===== config.mk =====
export PLATFORM = sky130hd
export DESIGN_NAME = apb_rsp_fifo
export DESIGN_NICKNAME = d
export VERILOG_FILES = /design/src/rtl/apb_rsp_fifo.sv
export SDC_FILE = /design/constraint.sdc
export NUM_CORES = 1
export LEC_CHECK = 0
export BUFFER_PORTS_ARGS = -buffer_cell sky130_fd_sc_hd__buf_2
export CORE_MARGIN = 4
export CORE_UTILIZATION = 45
export DETAILED_ROUTE_END_ITERATION = 16
export PLACE_DENSITY = 0.65
export REMOVE_ABC_BUFFERS = 1
export SLEW_MARGIN = 20
export SYNTH_ARGS = -nofsm -noshare
export SYNTH_HDL_FRONTEND = slang
export SYNTH_SLANG_ARGS = --single-unit

===== constraint.sdc =====
create_clock -name sram_gclk -period 2.9 [get_ports sram_gclk]
set_input_delay 0.725 -clock sram_gclk [delete_from_list [all_inputs] [get_ports sram_gclk]]
set_output_delay 0.725 -clock sram_gclk [all_outputs]
set_load 0.01 [all_outputs]

===== src/rtl/apb_rsp_fifo.sv =====
// Read-response capture FIFO that snoops APB completions on the SRAM clock and queues read results.
// Define APB_RSP_WRITE_ACK_EN to also queue write acknowledgements.
module apb_rsp_fifo #(
    parameter int DATA_WIDTH = 32,
    parameter int ADDR_WIDTH = 8,
    parameter int DEPTH      = 4
) (
    input  logic                       sram_gclk,
    input  logic                       rstn,
    input  logic                       psel_i,
    input  logic                       penable_i,
    input  logic                       pwrite_i,
    input  logic                       pready_i,
    input  logic                       pslverr_i,
    input  logic [ADDR_WIDTH-1:0]      paddr_i,
    input  logic [DATA_WIDTH-1:0]      prdata_i,
    output logic                       rsp_valid_o,
    input  logic                       rsp_ready_i,
    output logic [DATA_WIDTH-1:0]      rsp_data_o,
    output logic [ADDR_WIDTH-1:0]      rsp_addr_o,
    output logic                       rsp_err_o,
    output logic                       rsp_is_write_o,
    output logic [$clog2(DEPTH+1)-1:0] count_o,
    output logic                       full_o,
    output logic                       overflow_o,
    input  logic                       clr_ovf_i
);

    localparam int PW = $clog2(DEPTH);
    localparam int CW = $clog2(DEPTH + 1);
    localparam logic [CW-1:0] FULL_COUNT = CW'(DEPTH);

    logic [DATA_WIDTH-1:0] data_mem [DEPTH];
    logic [ADDR_WIDTH-1:0] addr_mem [DEPTH];
    logic                  err_mem  [DEPTH];

    logic [PW-1:0] wr_ptr;
    logic [PW-1:0] rd_ptr;
    logic [CW-1:0] count;
    logic          overflow;

    logic cpl;
    logic push_req;
    logic push;
    logic pop;
    logic drop;
    logic full;

    assign cpl  = psel_i & penable_i & pready_i;
    assign full = (count == FULL_COUNT);
    assign pop  = (count != '0) & rsp_ready_i;

`ifdef APB_RSP_WRITE_ACK_EN
    assign push_req = cpl;
`else
    assign push_req = cpl & ~pwrite_i;
`endif

    // A full FIFO still accepts a push when the head leaves in the same cycle.
    assign push = push_req & (~full | pop);
    assign drop = push_req & full & ~pop;

    always_ff @(posedge sram_gclk) begin
        if (!rstn) begin
            wr_ptr   <= '0;
            rd_ptr   <= '0;
            count    <= '0;
            overflow <= 1'b0;
        end else begin
            if (push) begin
                wr_ptr <= wr_ptr + 1'b1;
            end
            if (pop) begin
                rd_ptr <= rd_ptr + 1'b1;
            end
            case ({push, pop})
                2'b10:   count <= count + 1'b1;
                2'b01:   count <= count - 1'b1;
                default: count <= count;
            endcase
            // A drop in the same cycle as a clear keeps the flag set.
            if (drop) begin
                overflow <= 1'b1;
            end else if (clr_ovf_i) begin
                overflow <= 1'b0;
            end
        end
    end

    always_ff @(posedge sram_gclk) begin
        if (rstn && push) begin
            data_mem[wr_ptr] <= pwrite_i ? '0 : prdata_i;
            addr_mem[wr_ptr] <= paddr_i;
            err_mem[wr_ptr]  <= pslverr_i;
        end
    end

`ifdef APB_RSP_WRITE_ACK_EN
    logic wr_mem [DEPTH];

    always_ff @(posedge sram_gclk) begin
        if (rstn && push) begin
            wr_mem[wr_ptr] <= pwrite_i;
        end
    end

    assign rsp_is_write_o = wr_mem[rd_ptr];
`else
    assign rsp_is_write_o = 1'b0;
`endif

    assign rsp_valid_o = (count != '0);
    assign rsp_data_o  = data_mem[rd_ptr];
    assign rsp_addr_o  = addr_mem[rd_ptr];
    assign rsp_err_o   = err_mem[rd_ptr];
    assign count_o     = count;
    assign full_o      = full;
    assign overflow_o  = overflow;

endmodule


# Yosys cells after proc, flatten, opt, wreduce, memory -nomap -nowiden
# Memory sizes are Yosys's and may differ from the RTL's. A register that Yosys moved wholly into a read port is not among the register bits.
# Cells that the tools add are included.
# W data, S select, Z words.
[classes]
add_sub_neg = 4
n_eq_ne = 3
n_mux = 12
bitwise_logic = 11
reduce_logical = 4
[ops]
columns = ["operator", "count"]
rows = [
  ["$mux W32", 1],
  ["$mux W2", 6],
  ["$and A1 B1 Y1", 7],
  ["$pmux W3 S2", 1],
  ["$add A2 B1 Y2 const B", 2],
  ["$mux W1", 4],
  ["$reduce_bool A2 Y1", 2],
  ["$add A3 B1 Y3 const B", 1],
  ["$eq A3 B3 Y1 const B", 1],
  ["$not A1 Y1", 3],
  ["$reduce_bool A3 Y1", 1],
  ["$sub A3 B1 Y3 const B", 1],
  ["$eq A2 B1 Y1 const B", 1],
  ["$eq A2 B2 Y1 const B", 1],
  ["$logic_and A1 B1 Y1", 1],
  ["$or A1 B1 Y1", 1],
]
[totals]
regBits = 8
ram_bits = 164
input_bits = 49
out_inout_bits = 48
elab_cells = 41
n_memories = 3
[memory_table]
columns = ["memory", "words", "width", "read_ports", "rd_ports_with_merged_regs", "wr", "line", "source"]
rows = [
  ["data_mem", 4, 32, 1, 1, 1, "33", "logic [DATA_WIDTH-1:0] data_mem [DEPTH];"],
  ["addr_mem", 4, 8, 1, 1, 1, "34", "logic [ADDR_WIDTH-1:0] addr_mem [DEPTH];"],
  ["err_mem", 4, 1, 1, 1, 1, "35", "logic err_mem [DEPTH];"],
]

# Depth between registers and ports, before layout
# Gate-level depths: netlist (run 1).
[depth]
depth_word = 7
mapped_depth = 6
ltp_nobuf = 6

# Worst setup path before layout (run 1)
# Ideal clock, no wire load.
[synth_path]
path_type = "input port to flip-flop"
start = "input pwrite_i"
end = "memory addr_mem[0][0] (enable)"
setup_time_ns = 0.403
arrival_ns = 2.305
t_required_ns = 2.497
setup_slack_ns = 0.192
cell_stages = 3
n_path_buf = 0
path_cell_list = "nand4b_4 -> nor2_1 -> and3_1"
[synth_between]
elab_chain_cells = 6
[synth_lines]
columns = ["element", "line", "source"]
rows = [
  ["start: declaration", "12", "input logic pwrite_i,"],
  ["$not A1 Y1", "56", "assign push_req = cpl & ~pwrite_i;"],
  ["$and A1 B1 Y1", "56", ""],
  ["$and A1 B1 Y1", "60", "assign push = push_req & (~full | pop);"],
  ["$logic_and A1 B1 Y1", "91", "if (rstn && push) begin"],
  ["$mux W1", "91", ""],
  ["$mux W1 (not written as such)", "93", "addr_mem[wr_ptr] <= paddr_i;"],
  ["end: declaration", "34", ""],
]
# No other way between the ends.

==> results.cfg, run 1 <==
[run_status]
status = completed

[detailed_routing]
drtIter0Drc = 175
vias = 3222
finalWirelength_mm = 11.93
ant_nets = 0
wl_per_cell_um = 19.27
drc = 0
vias_per_cell = 5.205
drtPass1Iterations = 4

[critical_path]
startpoint_type = register
cp.arrival_ns = 1.95
required_ns = 2.17
r2r_slack_ns = 0.68
criticalPathCategory = reg2out
cp_max_fo = 14
cp-end-kind = output pin

[pwr]
irDropWorstVdd_uv = 408.3
comb_power_share_pct = 8.2
powerDensity_nw_per_um2 = 687.9
pwr-share-clk_pct = 41.8
power_leakage_nw = 2.794
internal-power_w = 0.004446
sw_frac_of_total_pct = 20.61
switching_power_w = 0.001154
seqPwrFrac_pct = 50.0

[global_route]
grt_pass1_vias = 3405
grt_max_degree = 42
grt_antenna_before_repair = 0
gr-total-overflow = 0
grt_pass1_wl_mm = 18.89
grt_usage_pct = 15.31

[clock_tree]
cts_resized = 0
cts-root-buf = clkbuf_16
clock_path_buffers = 2
cts_hold_buf = 0
post_cts_buffers = 0
path_clk_slew_ns = 0.06
htreeDepth = 4
cts_inserted_buffers = 17
clkLatencyLatePin_ns = 0.42
cts_tree = built
cts_num_sinks = 174

[timing]
fin_ws_ns = 0.2278
fmax_ghz = 0.3742
period_needed_ns = 2.672
fin_crit_sh_pct = 92.15
tightest_slew_ns = 0.5169
setup_tns_ns = 0
hold_violations = 0
timing_max_transition_violations_final = 0
finClkSkew_ns = 0.005092
max-slew-margin-rel_pct = 65.06
setup_viol = 0
rsz0062_at_grt = no

[synthesis]
yosysTopAreaCellShare_pct = 73.71
synth-seq-cells = 174
yosys_warnings = 0
netlist_area_um2 = 6681
syn_avg_cell_area_um2 = 21.48
synthCells = 311
synth_top_cell_by_area = edfxtp_1
synth_area_leaders = edfxtp_1 (74%), mux4_2 (14%), dfxtp_1 (3.0%)
synth-seq-area-share_pct = 76.70
synth_cell_types = 32

[flow_run]
drv_cap = 0

[layout]
drive_above_1_share_pct = 42.99
fill_cells = 1133
final_common_cell = edfxtp_1
layout_common_cells = edfxtp_1 (164), buf_2 (95), mux4_2 (41)
finalNetCount = 476
n_antenna_cell = 0
postLayoutCoreUtil_pct = 56.02
syn2layout_area_growth_pct = 21.85

[floorplanning]
initial_core_util_pct = 45.97
die_w_um = 129.9
fp.dieH_um = 129.9
pin_count = 97
die-area_um2 = 16860
rows = 44
core_um2 = 14530

[placed_design]
place.gp.congestion = 0.7667
numPortBuffers = 95
post-place-ws_ns = 0.3339
hpwl_mm = 7.565

[hold_path]
hp-class = reg2reg
## worst max-delay path, stage by stage (launching register included)
cell	delay (ns)
dfxtp_4	0.54
buf_4	0.28
mux4_2	0.54
buf_2	0.16
## Yosys cell counts (all sizes together)
| master | instances |
|---|---|
| a21boi | 1 |
| fa | 1 |
| ha | 4 |
| nand2b | 2 |
| nand4b | 1 |
| nor3 | 1 |
| mux2i | 3 |
| buf | 10 |
| and2 | 4 |
| and2b | 2 |
| nand3 | 1 |
| o2111ai | 1 |
| or3 | 2 |
| mux4 | 41 |
| xor2 | 1 |
| nor2b | 31 |
| or2b | 1 |
| a21oi | 2 |
| conb | 1 |
| dfxtp | 10 |
| edfxtp | 164 |
| xnor2 | 2 |
| clkbuf | 5 |
| nor4 | 1 |
| nand2 | 5 |
| nor4b | 1 |
| o31a | 2 |
| inv | 4 |
| and3 | 6 |
| nor2 | 1 |
## final timing paths
check / startpoint / end / depth (start not counted)
worst max-delay path: register / rsp_data_o[31] / 3
worst min-delay path: overflow_o / overflow_o / 2
worst min register to register: overflow_o / overflow_o / 2
worst max register to register: count_o[1] / count_o[2] / 6
## power by group through the flow
stage / registers, W / logic, W / clock network (W)
5_1_grt: 0.00281 / 0.000502 / 0.00252
3_3_place_gp: 0.00285 / 0.000463 / 0
2_1_floorplan: 0.00288 / 0.000248 / 0
6_report: 0.00280 / 0.000457 / 0.00234
3_5_place_dp: 0.00286 / 0.000468 / 0
4_1_cts: 0.00280 / 0.000470 / 0.00239
## per-stage QoR
step	power, W	hold WS [ns]	area (um^2)	cells
after floorplan	0.003126	0.4997	6616	296
after global placement	0.003318	0.4732	7522	587
after detailed placement	0.003325	0.4782	7522	587
after CTS	0.005666	0.4935	8142	619
after global routing	0.005829	0.5041	8142	619
final	0.005600	0.4875	8142	619
## kinds of logic (layout without fill, tap and decap cells)
group | count (synthesis) | in the layout | synth area share (%)
other | 1 | 1 | 0.05613
adder cells (fa/ha/maj) | 5 | 5 | 1.049
AND/OR/NAND/NOR | 59 | 59 | 5.674
buffers and inverters | 19 | 143 | 1.199
flip-flops | 174 | 174 | 76.70
multiplexers | 44 | 44 | 14.27
AO/OA/AOI/OAI | 6 | 6 | 0.6556
XOR/XNOR | 3 | 3 | 0.3933
## flip-flops by register name, summed over array words and instances (netlist names), named ones only
signal      count
wr_ptr          2
err_mem         4
rd_ptr          2
data_mem      128
count_o         3
overflow_o      1
addr_mem       32
## layer usage
metal  part of all wire (%)  vias up  GRT usage (%)
met3                    6.4        9          4.666
li1                       -     1473              -
met1                     43     1649          20.04
met4                   0.87        0          4.584
met5                      0        -              0
met2                     50       91          24.99
## layout make-up
type | count | area [um^2] | area share (%)
clock buffer | 17 | 425.4 | 5.225
clock inverter | 15 | 193.9 | 2.382
inverter | 4 | 15.01 | 0.1844
multi-input combinational | 118 | 1481 | 18.20
sequential | 174 | 5130 | 63.01
tap | 184 | 230.2 | 2.828
timing repair buffer | 107 | 665.6 | 8.176
Note: power is estimated with default switching activity, not from simulation.
==> inputs of run 2 (changes only) <==
--- a/config.mk
+++ b/config.mk
@@ -5,7 +5,7 @@
 export SDC_FILE = /design/constraint.sdc
 export NUM_CORES = 1
 export LEC_CHECK = 0
-export BUFFER_PORTS_ARGS = -buffer_cell sky130_fd_sc_hd__buf_2
+export BUFFER_PORTS_ARGS = -buffer_cell sky130_fd_sc_hd__clkbuf_2
 export CORE_MARGIN = 4
 export CORE_UTILIZATION = 45
 export DETAILED_ROUTE_END_ITERATION = 16
==> run 2 against run 1 <==
Net effect: total power down 2.0%; worst setup slack gained 0.023 ns; flip-flop and latch count stayed put; critical path depth unchanged; core utilization decreased by 0.25 points; largest power group unchanged.
==> results.cfg, run 2 (synthesis results as in run 1) <==
[run_status]
status = completed

[critical_path]
cp-end-kind = output pin
startpoint_type = register
cp.arrival_ns = 1.92
crit_family = flip-flops
slowest_stage = dfxtp_4
cp_max_fo = 15
path_cells = buf_12 -> mux4_2 -> clkbuf_2
criticalPathCategory = reg2out
cp.depth = 3
rr_worst_depth = 6
required_ns = 2.17
worst-path-buf-inv = 2
slowest_delay_ns = 0.57

[floorplanning]
pin_count = 97
rows = 44
core_um2 = 14530
fp.dieH_um = 129.9
die_w_um = 129.9
initial_core_util_pct = 45.97
die-area_um2 = 16860

[global_route]
grt_pass1_vias = 3460
grt_max_degree = 34
grt_antenna_before_repair = 0
gr-total-overflow = 0
grt_pass1_wl_mm = 18.59
grt_usage_pct = 15.15

[layout]
postLayoutCoreUtil_pct = 55.77
final_common_cell = edfxtp_1
largest_register_ffs = 128
drive_above_1_share_pct = 43.35
finalNetCount = 477
largestRegisters = data_mem (128), addr_mem (32), err_mem (4)
regMostFlops = data_mem
fin_area_um2 = 8105
layout_common_cells = edfxtp_1 (164), clkbuf_2 (95), mux4_2 (41)
syn2layout_area_growth_pct = 21.31
fill_cells = 1137
n_antenna_cell = 0

[timing]
finClkSkew_ns = 0.01137
fin_ws_ns = 0.2512
tightest_slew_ns = 0.4930
setup_tns_ns = 0
max-slew-margin-rel_pct = 66.67
fmax_ghz = 0.3775
fin_crit_sh_pct = 91.34
timing_max_transition_violations_final = 0
setup_viol = 0
hold_violations = 0
rsz0062_at_grt = no
period_needed_ns = 2.649

[pwr]
p_total_w = 0.005488
internal-power_w = 0.004345
power_leakage_nw = 2.792
seqPwrFrac_pct = 51.1
sw_frac_of_total_pct = 20.84
pwr-share-clk_pct = 40.5
switching_power_w = 0.001144
powerDensity_nw_per_um2 = 677.1
irDropWorstVdd_uv = 464.7
comb_power_share_pct = 8.4

[clock_tree]
path_clk_slew_ns = 0.06
clkLatencyLatePin_ns = 0.42
htreeDepth = 4
cts_tree = built
post_cts_buffers = 0
cts-root-buf = clkbuf_16
cts_resized = 0
clock_path_buffers = 2
cts_hold_buf = 0
cts_num_sinks = 174
cts_inserted_buffers = 17

[detailed_routing]
vias_per_cell = 5.306
drtPass1Iterations = 4
wl_per_cell_um = 19.47
ant_nets = 0
drtIter0Drc = 150
vias = 3290
drc = 0
finalWirelength_mm = 12.07

[hold_path]
hp-class = reg2reg
hold_depth = 2

[placed_design]
place.gp.congestion = 0.7456
hpwl_mm = 7.394
numPortBuffers = 95
post-place-ws_ns = 0.2832
place_area_um2 = 7517

[flow_run]
drv_cap = 0
## run 2: changes by cell type in the layout (fill, tap and decap cells not counted), sizes merged
cell / delta
clkinv: -3
clkinvlp: +2
buf: -94
inv: -2
bufinv: -2
clkbuf: +100
## run 2: path summary, 6_finish.rpt
path | startpoint | to | slack (ns)
setup / recovery | register | rsp_data_o[15] | 0.25
hold / removal | overflow_o | overflow_o | 0.48
setup reg to reg | count_o[1] | count_o[2] | 0.61
hold reg to reg | overflow_o | overflow_o | 0.48
## run 2: metrics by stage
step                hold slack (ns)  std cells
floorplan                    0.4997        296
finish                       0.4820        620
global route                 0.5158        620
detailed placement           0.4803        588
CTS                          0.4875        620
global placement             0.4751        588
## run 2: layout make-up
cell class | instances | area (um^2) | area share, %
Multi-Input combinational cell | 118 | 1481 | 18.28
Timing Repair Buffer | 108 | 660.6 | 8.151
Clock buffer | 22 | 474.2 | 5.851
Clock inverter | 10 | 113.9 | 1.405
Inverter | 4 | 15.01 | 0.1852
Sequential cell | 174 | 5130 | 63.29
Tap cell | 184 | 230.2 | 2.840
## run 2: tightest hold or removal path: stages, from the launching register on
cell	delay, ns
dfxtp_1	0.31
nand2b_1	0.06
a21boi_0	0.06
## run 2: power by group through the flow
| stage | sequential (W) | clock, W | combinational, W |
|---|---|---|---|
| after detailed placement | 0.00286 | 0 | 0.000471 |
| after global routing | 0.00281 | 0.00237 | 0.000502 |
| after floorplan | 0.00288 | 0 | 0.000248 |
| final | 0.00280 | 0.00222 | 0.000462 |
| after global placement | 0.00286 | 0 | 0.000464 |
| after CTS | 0.00281 | 0.00227 | 0.000474 |
## run 2: per-layer routing
layer | vias to the layer above | wire length [um] | global-route usage [%]
met3 | 21 | 759 | 4.707
met2 | 105 | 6092 | 24.63
met4 | 0 | 230 | 6.418
met5 | - | 0 | 0
li1 | 1473 | - | -
met1 | 1691 | 4989 | 18.99
==> inputs of run 3 (changes only) <==
--- a/config.mk
+++ b/config.mk
@@ -6,11 +6,12 @@
 export NUM_CORES = 1
 export LEC_CHECK = 0
 export BUFFER_PORTS_ARGS = -buffer_cell sky130_fd_sc_hd__clkbuf_2
+export CAP_MARGIN = 20
 export CORE_MARGIN = 4
 export CORE_UTILIZATION = 45
 export DETAILED_ROUTE_END_ITERATION = 16
 export PLACE_DENSITY = 0.65
-export REMOVE_ABC_BUFFERS = 1
+export RECOVER_POWER = 50
 export SLEW_MARGIN = 20
 export SYNTH_ARGS = -nofsm -noshare
 export SYNTH_HDL_FRONTEND = slang
==> run 3 against run 2 <==
Net effect: the run now ends with capacitance limit, slew limit left; worst setup slack worse by 0.052 ns; critical path depth did not move; register-to-register slack worse by 0.10 ns; flip-flop and latch count stayed put; routed wire length is 3.3% lower; core utilization shrank 0.50 points; combinational power down 4.5%; via count fell by 3.2%; largest cell class unchanged.
==> results.cfg, run 3 (synthesis results as in run 1) <==
[clock_tree]
cts_num_sinks = 174
cts_inserted_buffers = 17
htreeDepth = 4
clock_path_buffers = 2
post_cts_buffers = 0
cts_tree = built
path_clk_slew_ns = 0.06
cts_resized = 0
clkLatencyLatePin_ns = 0.42
cts_hold_buf = 0
cts-root-buf = clkbuf_16

[detailed_routing]
drtIter0Drc = 148
vias = 3186
vias_per_cell = 5.147
ant_nets = 0
drtPass1Iterations = 4
drc = 0
finalWirelength_mm = 11.67
wl_per_cell_um = 18.85

[timing]
finClkSkew_ns = 0.008872
period_needed_ns = 2.701
tightest_slew_ns = 1.812
hold_slack_ns = 0.4889
setup_viol = 0
max-slew-margin-rel_pct = -20.79
hold_violations = 0
rsz0062_at_grt = no
setup_tns_ns = 0
fmax_ghz = 0.3702
fin_crit_sh_pct = 93.15
timing_max_transition_violations_final = 33

[floorplanning]
pin_count = 97
die_w_um = 129.9
fp.dieH_um = 129.9
core_um2 = 14530
rows = 44
die-area_um2 = 16860
initial_core_util_pct = 45.97

[critical_path]
required_ns = 2.17
cp.arrival_ns = 1.98
cp_max_fo = 15
cp-end-kind = output pin
startpoint_type = register
criticalPathCategory = reg2out
r2r-start = count_o[1]

[placed_design]
hpwl_mm = 7.405
numPortBuffers = 95
place.gp.congestion = 0.7305

[run_status]
violations = capacitance limit, slew limit
status = finished with violations

[flow_run]
drv_cap = 1

[pwr]
comb_power_share_pct = 7.8
internal-power_w = 0.004516
pwr-share-clk_pct = 42.3
switching_power_w = 0.001109
seqPwrFrac_pct = 49.9
power_leakage_nw = 2.726
irDropWorstVdd_uv = 442.9
sw_frac_of_total_pct = 19.72
powerDensity_nw_per_um2 = 700.3

[layout]
largestRegisters = data_mem (128), addr_mem (32), err_mem (4)
drive_above_1_share_pct = 38.16
finalNetCount = 476
fill_cells = 1137
final_common_cell = edfxtp_1
syn2layout_area_growth_pct = 20.22
n_antenna_cell = 0
largest_register_ffs = 128
layout_common_cells = edfxtp_1 (164), clkbuf_2 (81), mux4_2 (41)
multi_input_area_um2 = 1464
regMostFlops = data_mem
regArea_um2 = 5130

[hold_path]
holdCritStartpoint = overflow_o
hp-class = reg2reg

[global_route]
grt_usage_pct = 15.07
grt_max_degree = 33
grt_pass1_wl_mm = 18.31
grt_antenna_before_repair = 1
gr-total-overflow = 0
grt_pass1_vias = 3384

[synthesis]
synth_nets = 365
-- run 3: cell count changes in the layout (fill, tap and decap cells not counted), sizes merged --
cell	before	now
bufinv	2	5
buf	13	10
clkbuf	117	116
clkinvlp	4	2
clkinv	4	6
-- run 3: path summary, 6_finish.rpt --
| path | slack, ns | to | depth (start not counted) |
|---|---|---|---|
| max reg2reg | 0.51 | data_mem[2][23] | 4 |
| min | 0.49 | overflow_o | 2 |
| min reg2reg | 0.49 | overflow_o | 2 |
| max | 0.20 | rsp_data_o[6] | 3 |
-- run 3: cell type report --
cell class                 instances  area share [%]
clock inverter                    13           2.430
tap                              184           2.866
multi-input combinational        118           18.22
timing repair buffer             107           7.040
sequential                       174           63.86
inverter                           4          0.1869
clock buffer                      19           5.389
-- run 3: routing by layer --
layer	track usage (%)	wire length (um)	part of all wire, %	vias to the layer above
li1	-	-	-	1480
met1	19.93	5134	44	1601
met2	23.48	5662	49	89
met3	5.526	730	6.3	14
met4	4.951	123	1.1	2
met5	0	20	0.17	-
-- run 3: through the flow --
step | util [%] | instance area, um^2 | std cells | setup WS [ns] | power, W
final | 55.27 | 8033 | 619 | 0.1988 | 0.005625
after global routing | 55.27 | 8033 | 619 | 0.04337 | 0.005832
after CTS | 55.56 | 8075 | 619 | 0.1199 | 0.005694
after detailed placement | 51.24 | 7447 | 587 | 0.3600 | 0.003318
after global placement | 51.24 | 7447 | 587 | 0.3862 | 0.003309
after floorplan | - | 6681 | 311 | 0.1923 | 0.003138
-- run 3: critical path: stages (launching register included) --
cell	delay, ns
dfxtp_4	0.56
buf_4	0.30
mux4_2	0.54
clkbuf_2	0.15
-- run 3: power by group through the flow --
stage / sequential [W] / clock (W) / combinational (W)
after floorplan: 0.00283 / 0 / 0.000307
after global placement: 0.00286 / 0 / 0.000451
after detailed placement: 0.00286 / 0 / 0.000458
after CTS: 0.00281 / 0.00243 / 0.000460
after global routing: 0.00281 / 0.00253 / 0.000488
final: 0.00280 / 0.00238 / 0.000441
